<file path="src/rtl/alarm_setter_if.sv">
// alarm_setter_if: button, read-back and load/display signals between the alarm editor and its neighbours.
interface alarm_setter_if #(parameter int BITS_N = 6);
   logic              btn_mode, btn_inc, btn_dec, btn_cancel, alarm_toggle;
   logic [BITS_N-1:0] alarm_hour, alarm_min;
   logic              load_value_enable, alarm_enable;
   logic [BITS_N-1:0] load_value_alarm_hour, load_value_alarm_min;
   logic [1:0]        edit_field;
   modport master (
      output btn_mode, btn_inc, btn_dec, btn_cancel, alarm_toggle, alarm_hour, alarm_min,
      input  load_value_enable, load_value_alarm_hour, load_value_alarm_min, alarm_enable, edit_field
   );
   modport slave (
      input  btn_mode, btn_inc, btn_dec, btn_cancel, alarm_toggle, alarm_hour, alarm_min,
      output load_value_enable, load_value_alarm_hour, load_value_alarm_min, alarm_enable, edit_field
   );
endinterface

</file>
<file path="src/rtl/alarm_setter.sv">
// alarm_setter: button-driven editor that loads a new alarm hour/minute into the alarm block.
module alarm_setter #(
   parameter int BITS_N      = 6,
   parameter int INIT_HOUR   = 7,
   parameter int INIT_MIN    = 0,
   parameter int TIMEOUT_CYC = 1000
) (
   input logic         clk,
   input logic         rst,
   alarm_setter_if.slave bus
);
   localparam int CW = $clog2(TIMEOUT_CYC);
   localparam logic [1:0] IDLE = 2'd0, SET_HOUR = 2'd1, SET_MIN = 2'd2, COMMIT = 2'd3;
   logic [1:0]        state, state_n, field, field_n;
   logic [CW-1:0]     cnt, cnt_n;
   logic [BITS_N-1:0] hour, hour_n, min, min_n, hour_up, hour_dn, min_up, min_dn;
   logic              ld, ld_n, en, en_n, any_btn, abort, step;
   // Out-of-range inputs are not clamped: inc wraps them to 0, dec just subtracts.
   assign hour_up = (hour >= BITS_N'(23)) ? '0 : hour + 1'b1;
   assign hour_dn = (hour == '0) ? BITS_N'(23) : hour - 1'b1;
   assign min_up  = (min >= BITS_N'(59)) ? '0 : min + 1'b1;
   assign min_dn  = (min == '0) ? BITS_N'(59) : min - 1'b1;
   assign any_btn = bus.btn_mode | bus.btn_inc | bus.btn_dec | bus.btn_cancel;
   assign abort   = bus.btn_cancel | (cnt == CW'(TIMEOUT_CYC - 1));
   assign step    = bus.btn_inc ^ bus.btn_dec;
   always_comb begin
      state_n = state;
      hour_n  = hour;
      min_n   = min;
      en_n    = en;
      ld_n    = 1'b0;
      cnt_n   = '0;
      case (state)
         IDLE: begin
            en_n = bus.alarm_toggle ? ~en : en;
            if (bus.btn_mode) begin
               state_n = SET_HOUR;
               hour_n  = bus.alarm_hour;
               min_n   = bus.alarm_min;
            end
         end
         SET_HOUR, SET_MIN: begin
            cnt_n = any_btn ? '0 : cnt + 1'b1;
            if (abort) begin
               state_n = IDLE;
               hour_n  = bus.alarm_hour;
               min_n   = bus.alarm_min;
            end else if (bus.btn_mode) begin
               state_n = (state == SET_HOUR) ? SET_MIN : COMMIT;
               ld_n    = (state == SET_MIN);
            end else if (step && state == SET_HOUR) begin
               hour_n = bus.btn_inc ? hour_up : hour_dn;
            end else if (step) begin
               min_n = bus.btn_inc ? min_up : min_dn;
            end
         end
         default: state_n = IDLE;
      endcase
      field_n = (state_n == SET_HOUR) ? 2'd1 : (state_n == SET_MIN) ? 2'd2 : 2'd0;
   end
   always_ff @(posedge clk or posedge rst)
      if (rst) begin
         state <= IDLE;
         cnt   <= '0;
         hour  <= BITS_N'(INIT_HOUR);
         min   <= BITS_N'(INIT_MIN);
         ld    <= 1'b0;
         en    <= 1'b0;
         field <= 2'd0;
      end else begin
         state <= state_n;
         cnt   <= cnt_n;
         hour  <= hour_n;
         min   <= min_n;
         ld    <= ld_n;
         en    <= en_n;
         field <= field_n;
      end
   assign bus.load_value_enable     = ld;
   assign bus.load_value_alarm_hour = hour;
   assign bus.load_value_alarm_min  = min;
   assign bus.alarm_enable          = en;
   assign bus.edit_field            = field;
endmodule

</file>
<file path="src/flat_wrapper.sv">
// flat-port wrapper written by rule: the top's interface ports become plain ports
module alarm_setter_flat 
#(
   parameter int BITS_N      = 6,
   parameter int INIT_HOUR   = 7,
   parameter int INIT_MIN    = 0,
   parameter int TIMEOUT_CYC = 1000
)
  (clk, rst, bus_btn_mode, bus_btn_inc, bus_btn_dec, bus_btn_cancel, bus_alarm_toggle, bus_alarm_hour, bus_alarm_min, bus_load_value_enable, bus_load_value_alarm_hour, bus_load_value_alarm_min, bus_alarm_enable, bus_edit_field);
  alarm_setter_if #(.BITS_N(BITS_N)) bus_i ();
  input logic clk;
  input logic rst;
  input wire logic [$bits(bus_i.btn_mode)-1:0] bus_btn_mode;
  input wire logic [$bits(bus_i.btn_inc)-1:0] bus_btn_inc;
  input wire logic [$bits(bus_i.btn_dec)-1:0] bus_btn_dec;
  input wire logic [$bits(bus_i.btn_cancel)-1:0] bus_btn_cancel;
  input wire logic [$bits(bus_i.alarm_toggle)-1:0] bus_alarm_toggle;
  input wire logic [$bits(bus_i.alarm_hour)-1:0] bus_alarm_hour;
  input wire logic [$bits(bus_i.alarm_min)-1:0] bus_alarm_min;
  output wire logic [$bits(bus_i.load_value_enable)-1:0] bus_load_value_enable;
  output wire logic [$bits(bus_i.load_value_alarm_hour)-1:0] bus_load_value_alarm_hour;
  output wire logic [$bits(bus_i.load_value_alarm_min)-1:0] bus_load_value_alarm_min;
  output wire logic [$bits(bus_i.alarm_enable)-1:0] bus_alarm_enable;
  output wire logic [$bits(bus_i.edit_field)-1:0] bus_edit_field;
  assign bus_i.btn_mode = bus_btn_mode;
  assign bus_i.btn_inc = bus_btn_inc;
  assign bus_i.btn_dec = bus_btn_dec;
  assign bus_i.btn_cancel = bus_btn_cancel;
  assign bus_i.alarm_toggle = bus_alarm_toggle;
  assign bus_i.alarm_hour = bus_alarm_hour;
  assign bus_i.alarm_min = bus_alarm_min;
  assign bus_load_value_enable = bus_i.load_value_enable;
  assign bus_load_value_alarm_hour = bus_i.load_value_alarm_hour;
  assign bus_load_value_alarm_min = bus_i.load_value_alarm_min;
  assign bus_alarm_enable = bus_i.alarm_enable;
  assign bus_edit_field = bus_i.edit_field;
  alarm_setter #(.BITS_N(BITS_N), .INIT_HOUR(INIT_HOUR), .INIT_MIN(INIT_MIN), .TIMEOUT_CYC(TIMEOUT_CYC)) u_core (.clk(clk), .rst(rst), .bus(bus_i));
endmodule
</file>
<file path="config.mk">
export PLATFORM = sky130hd
export DESIGN_NAME = alarm_setter_flat
export DESIGN_NICKNAME = d
export VERILOG_FILES = /design/src/rtl/alarm_setter_if.sv /design/src/rtl/alarm_setter.sv /design/src/flat_wrapper.sv
export SDC_FILE = /design/constraint.sdc
export NUM_CORES = 1
export LEC_CHECK = 0
export ABC_AREA = 1
export BUFFER_PORTS_ARGS = -buffer_cell sky130_fd_sc_hd__clkbuf_2
export CAP_MARGIN = 20
export CORE_MARGIN = 5
export CORE_UTILIZATION = 45
export CTS_CLUSTER_SIZE = 40
export DETAILED_ROUTE_END_ITERATION = 16
export GPL_TIMING_DRIVEN = 0
export HOLD_SLACK_MARGIN = 0.15
export PLACE_DENSITY = 0.66
export RECOVER_POWER = 100
export SLEW_MARGIN = 15
export SYNTH_ARGS = -nofsm -noshare
export SYNTH_HDL_FRONTEND = slang
export SYNTH_SLANG_ARGS = --single-unit
</file>
<file path="constraint.sdc">
create_clock -name clk -period 2.4 [get_ports clk]
set_clock_uncertainty 0.2 [all_clocks]
set_input_delay 0.48 -clock clk [delete_from_list [all_inputs] [get_ports clk]]
set_output_delay 0.48 -clock clk [all_outputs]
set_load 0.02 [all_outputs]
</file>
# ---- Yosys cells after proc, flatten, opt, wreduce, memory -nomap -nowiden
# Index checks and enable logic that the tools add are counted.
# W data, S select, Z words.
dict set report classes {
  add_sub_neg 5
  n_mul 0
  div_mod_pow 0
  magnitude_cmp 2
  eq_ne 10
  shifts 0
  muxes 29
  n_bitwise 6
  reduce_logical 9
}
# operator count
set op_table {}
lappend op_table {{$mux W6} 15}
lappend op_table {{$pmux W6 S2} 2}
lappend op_table {{$mux W10} 2}
lappend op_table {{$add A6 B1 Y6 const B} 2}
lappend op_table {{$logic_not A6 Y1} 2}
lappend op_table {{$sub A6 B1 Y6 const B} 2}
lappend op_table {{$add A10 B1 Y10 const B} 1}
lappend op_table {{$eq A10 B10 Y1 const B} 1}
lappend op_table {{$mux W2} 5}
lappend op_table {{$ge A6 B5 Y1 const B} 1}
lappend op_table {{$ge A6 B6 Y1 const B} 1}
lappend op_table {{$ne A3 B1 Y1 const B} 2}
lappend op_table {{$ne A3 B2 Y1 const B} 2}
lappend op_table {{$reduce_and A5 Y1} 1}
lappend op_table {{$eq A2 B1 Y1 const B} 2}
lappend op_table {{$eq A2 B2 Y1 const B} 2}
lappend op_table {{$mux W1} 4}
lappend op_table {{$or A1 B1 Y1} 4}
lappend op_table {{$pmux W2 S2} 1}
lappend op_table {{$reduce_and A4 Y1} 1}
lappend op_table {{$logic_not A2 Y1} 1}
lappend op_table {{$ne A2 B2 Y1 const B} 1}
lappend op_table {{$reduce_and A2 Y1} 1}
lappend op_table {{$reduce_bool A2 Y1} 1}
lappend op_table {{other kinds (4)} 4}
dict set report word_totals {
  regBits 28
  latch_bits 0
  ram_bits 0
  rom_bits 0
  inputBits 19
  output_inout_bits 16
  elab_cells 68
  n_memories 0
}

# ---- Logic depth before layout (Yosys ltp)
dict set report logic_depth {
  depth_word 8
  mapped_depth 11
  ltp_nobuf 11
}

# ---- Worst setup path after synthesis
# OpenSTA, ideal clock, no wires.
dict set report synth_timing {
  path_kind {register -> register}
  from {register u_core.state[0]}
  to {register u_core.field[0], in the netlist u_core.bus.edit_field[0]}
  setup_time_ns 0.071
  t_arrival_ns 1.551
  required_ns 2.129
  slack_ns 0.578
  stages_incl_launch_ff 12
  n_path_buf 1
  period_less_slack_ns 1.822
  cell_sequence {dfrtp_1 > inv_1 > ha_1 > inv_1 > nor2_4 > inv_1 > a21oi_2 > buf_6 > o21ai_0 > nand2_1 > nand2_1 > nor2_1}
}
dict set report synth_via {
  elab_chain_cells 7
  elab_cells_between_ends 11
}
# item line_no
set synth_rtl {}
lappend synth_rtl {{start: declaration} alarm_setter.sv:14} ;# logic [1:0] state, state_n, field, field_n;
lappend synth_rtl {{start signal: assignment} alarm_setter.sv:71} ;# state <= state_n;
lappend synth_rtl {{$eq A2 B1 Y1} {alarm_setter.sv:33, alarm_setter.sv:49}}
lappend synth_rtl {{$mux W1} alarm_setter.sv:49} ;# state_n = (state == SET_HOUR) ? SET_MIN : COMMIT;
lappend synth_rtl {{$mux W2} alarm_setter.sv:48} ;# end else if (bus.btn_mode) begin
lappend synth_rtl {{$mux W2} alarm_setter.sv:44} ;# if (abort) begin
lappend synth_rtl {{$pmux W2 S2 (*)} alarm_setter.sv:33} ;# case (state)
lappend synth_rtl {{$eq A2 B1 Y1 (*)} alarm_setter.sv:59} ;# field_n = (state_n == SET_HOUR) ? 2'd1 : (state_n == SET_MIN) ? 2'd2 : 2'd0;
lappend synth_rtl {{$mux W2 (*)} alarm_setter.sv:59}
lappend synth_rtl {{via u_core.field_n[0]} alarm_setter.sv:14}
lappend synth_rtl {{end signal: assignment} alarm_setter.sv:77} ;# field <= field_n;
lappend synth_rtl {{end: declaration} alarm_setter.sv:14}
# The timed path passes the listed nets; every way through them passes the cells marked *.
# A chain may end at the register's enable or synchronous reset.

# ---- Worst setup path after layout
# Ends and elaborated chain as after synthesis.

==> run summary <==
outcome: finished, final reports clean
max-slew violations: 0
area delta synth->final: 13.3%
Post-DP HPWL: 3650 µm
Finish-stage setup viols: 0
clock sink total: 28
ys async rst share: 100%
Crit path arrival time: 2.11 ns
slew margin rel.: 47.3%
DRT iter0 DRCs: 198
period utilization: 87.4%
r2r worst-path depth: 11
Worst path max stage delay: 0.39 ns
Tot GR Track Use: 16.0%
adder-cell share of the synthesized area: 6.59%
Crit Path Class: reg -> reg
I/O pins: 35
worst min path class: in -> reg
largest net degree at the start of global routing: 18
Max IR drop VDD: 0.387 mV
DRC: 0
max cap viols: 0
Synth Area in Simple Gates: 42.9%
XOR/XNOR share of the synthesized area: 3.36%
Post-synth EDFFs: 0
Bufs and invs on worst path: 4
Placer Congestion: 0.825
Synth Warn #: 0
Post-Syn Nets: 330
first-pass GRT wire length: 8300 µm
top post-synthesis cells by area: dfrtp_1 (30%), nand2_1 (15%), nand3_1 (9.6%)
post-synth top area share: 30.0%
post-synthesis area per instance: 6.96 µm²
share of post-route cells with drive strength above 1: 13.3%
mux cell area share after synthesis: 0%
layout net count: 370
Mapped Cells: 300
crit start category: flop
critical path endpoint category: flop
Final ANT Viol Nets: 0
drt via density: 4.97
hold endpoint: u_core.bus.alarm_enable
Final Hold Fails: 0
grt ovf: 0
Chip Height: 78.1 µm
critical path's top delay family: simple AND/OR/NAND/NOR gates
Synth Area in Compound Gates: 4.85%
Synth area leader: dfrtp_1
Yosys reg bits: 28
Setup TNS: 0 ns
slack of the worst reg-to-reg path: 0.30 ns
Max Clk Rate: 477 MHz
Resized cells post-CTS: 0
clock buffer count from CTS: 3
post-layout util: 53.6%
post-synth cell types: 30
core area: 4410 µm²
Critical Path Fanout Max: 10
count leader, synth: nand2_1
CP Cell Sequence: inv_1, ha_1, inv_1, nor2_4, inv_1, a21oi_2, buf_6, o21ai_0, nand2_1, nand2_1, nor2_1
RSZ-0062 raised after global routing: false
initial antenna violation count: 0
Initial Utilization: 47.3%
Die ar.: 6100 µm²
TritonCTS clock tree: done
Filler Cell Count: 432
DRT Wirelength: 4710 µm
pwr/cell area: 1190 nW/µm²
CP dominant cell by count: inv_1
n_diodes: 0
vias in the first global route: 1858
LEAKAGE: 1.20 nW
wire per inst: 12.0 µm
Seq/Total Area, Yosys: 33.7%
synthesized area: 2090 µm²
Buffers on Ports: 33
reg-to-reg endpoint: u_core.bus.edit_field[0]
die width: 78.1 µm
Post-CTS Setup Bufs: 0
row count: 24
Reg clk slew, reported paths: 0.09 ns
htree depth: 1
hold_ws: 0.245 ns
clk buf depth: 2
vias: 1942
Post-synth top flop: dfrtp_1
Max stage delay cell, worst path: dfrtp_1
Req. time, crit path: 2.41 ns
Slew @ Worst Pin: 0.789 ns
post-route minimum period: 2.10 ns
first drt pass iteration count: 4
Hold Startpoint: bus_alarm_toggle
main combinational cell family by area after synthesis: simple AND/OR/NAND/NOR gates
R2R Path Start: u_core.state[0]
Post-synth top cells: nand2_1 (86), nand3_1 (40), inv_1 (37), nor2_1 (32), dfrtp_1 (25)
clock latency at the later pin of the worst-skew pair: 0.28 ns
Hold Crit Depth: 3
clk root buf: clkbuf_8
final cells by class:
class	count	area [µm²]	share of cell area (%)
inverters	38	143	6.03
clock buffers	4	45.0	1.90
repair buffers	35	170	7.19
plain buffers	6	36.3	1.53
well taps	52	65.1	2.75
flip-flops and latches	28	704	29.8
multi-input cells	228	1200	50.8
logic make-up after synthesis:
| family | after synthesis |
|---|---|
| flops | 28 |
| fa+ha+maj | 11 |
| simple gates | 190 |
| compound gates | 19 |
| xor+xnor | 8 |
| buf+inv | 44 |
stage by stage:
step,cells,total power [W],instance area (µm²),worst slack (ns)
floorplan,300,0.00216,2090,0.578
global placement,385,0.00259,2320,0.264
detailed placement,386,0.00262,2350,0.258
CTS,391,0.00290,2400,0.234
global route,391,0.00315,2370,0.0476
finish,391,0.00282,2370,0.302
layer usage:
metal	vias to the layer above	track usage [%]	part of all wire, %
li1	1032	-	-
met1	866	21.4	47
met2	39	27.1	47
met3	5	2.40	4.8
met4	0	3.89	0.85
met5	-	0	0
sequential cells by signal (all words and copies together) (netlist names):
name and count:
u_core.bus.load_value_enable 1, u_core.bus.edit_field 2, u_core.bus.alarm_enable 1, u_core.state 2, u_core.cnt 10, u_core.bus.load_value_alarm_hour 6
u_core.bus.load_value_alarm_min 6
worst register-to-register path, stage by stage, from the launching register on:
cell     delay [ns]
dfrtp_1        0.39
inv_1          0.09
ha_1           0.28
inv_1          0.06
nor2_4         0.18
inv_1          0.08
a21oi_2        0.25
buf_6          0.19
o21ai_0        0.09
nand2_1        0.08
nand2_1        0.07
nor2_1         0.09
how the worst max path moves through the flow:
stage | startpoint | endpoint | depth (start not counted)
3_5_place_dp | u_core.state[0] | u_core.bus.edit_field[0] | 11
6_report | u_core.state[0] | u_core.bus.edit_field[0] | 11
4_1_cts | u_core.state[0] | u_core.bus.edit_field[0] | 11
3_3_place_gp | u_core.state[1] | u_core.bus.edit_field[0] | 11
5_1_grt | u_core.state[1] | u_core.bus.edit_field[0] | 11
2_1_floorplan | u_core.state[0] | u_core.bus.edit_field[0] | 11
cell usage in the layout (no fill, tap or decap), drive strengths merged:
cell type / synthesis / layout
nor3b: 1 / 1
o21ai: 9 / 9
dlygate4sd3: 0 / 1
nand2: 89 / 89
dfrtp: 25 / 25
ha: 11 / 11
nor2: 36 / 36
nand3b: 1 / 1
a21oi: 9 / 9
xnor2: 1 / 1
buf: 5 / 5
nand3: 42 / 42
or2: 7 / 7
inv: 38 / 38
xor2: 7 / 7
a21boi: 1 / 1
nand4: 9 / 9
dlymetal6s2s: 0 / 1
clkbuf: 1 / 38
nor3: 5 / 5
dfstp: 3 / 3
what timing repair did:
action	in CTS	in global routing
setup endpoints to repair	0	0
hold buffers	1	0
hold endpoints to repair	8	0
power breakdown:
group | leakage [nW] | switching (W) | internal [W]
Clock | 0.0228 | 0.000147 | 0.000119
Sequential | 0.357 | 0.000166 | 0.000639
Combinational | 0.819 | 0.00116 | 0.000591
Total | 1.20 | 0.00147 | 0.00135
Power figures use the tool's default switching activity.
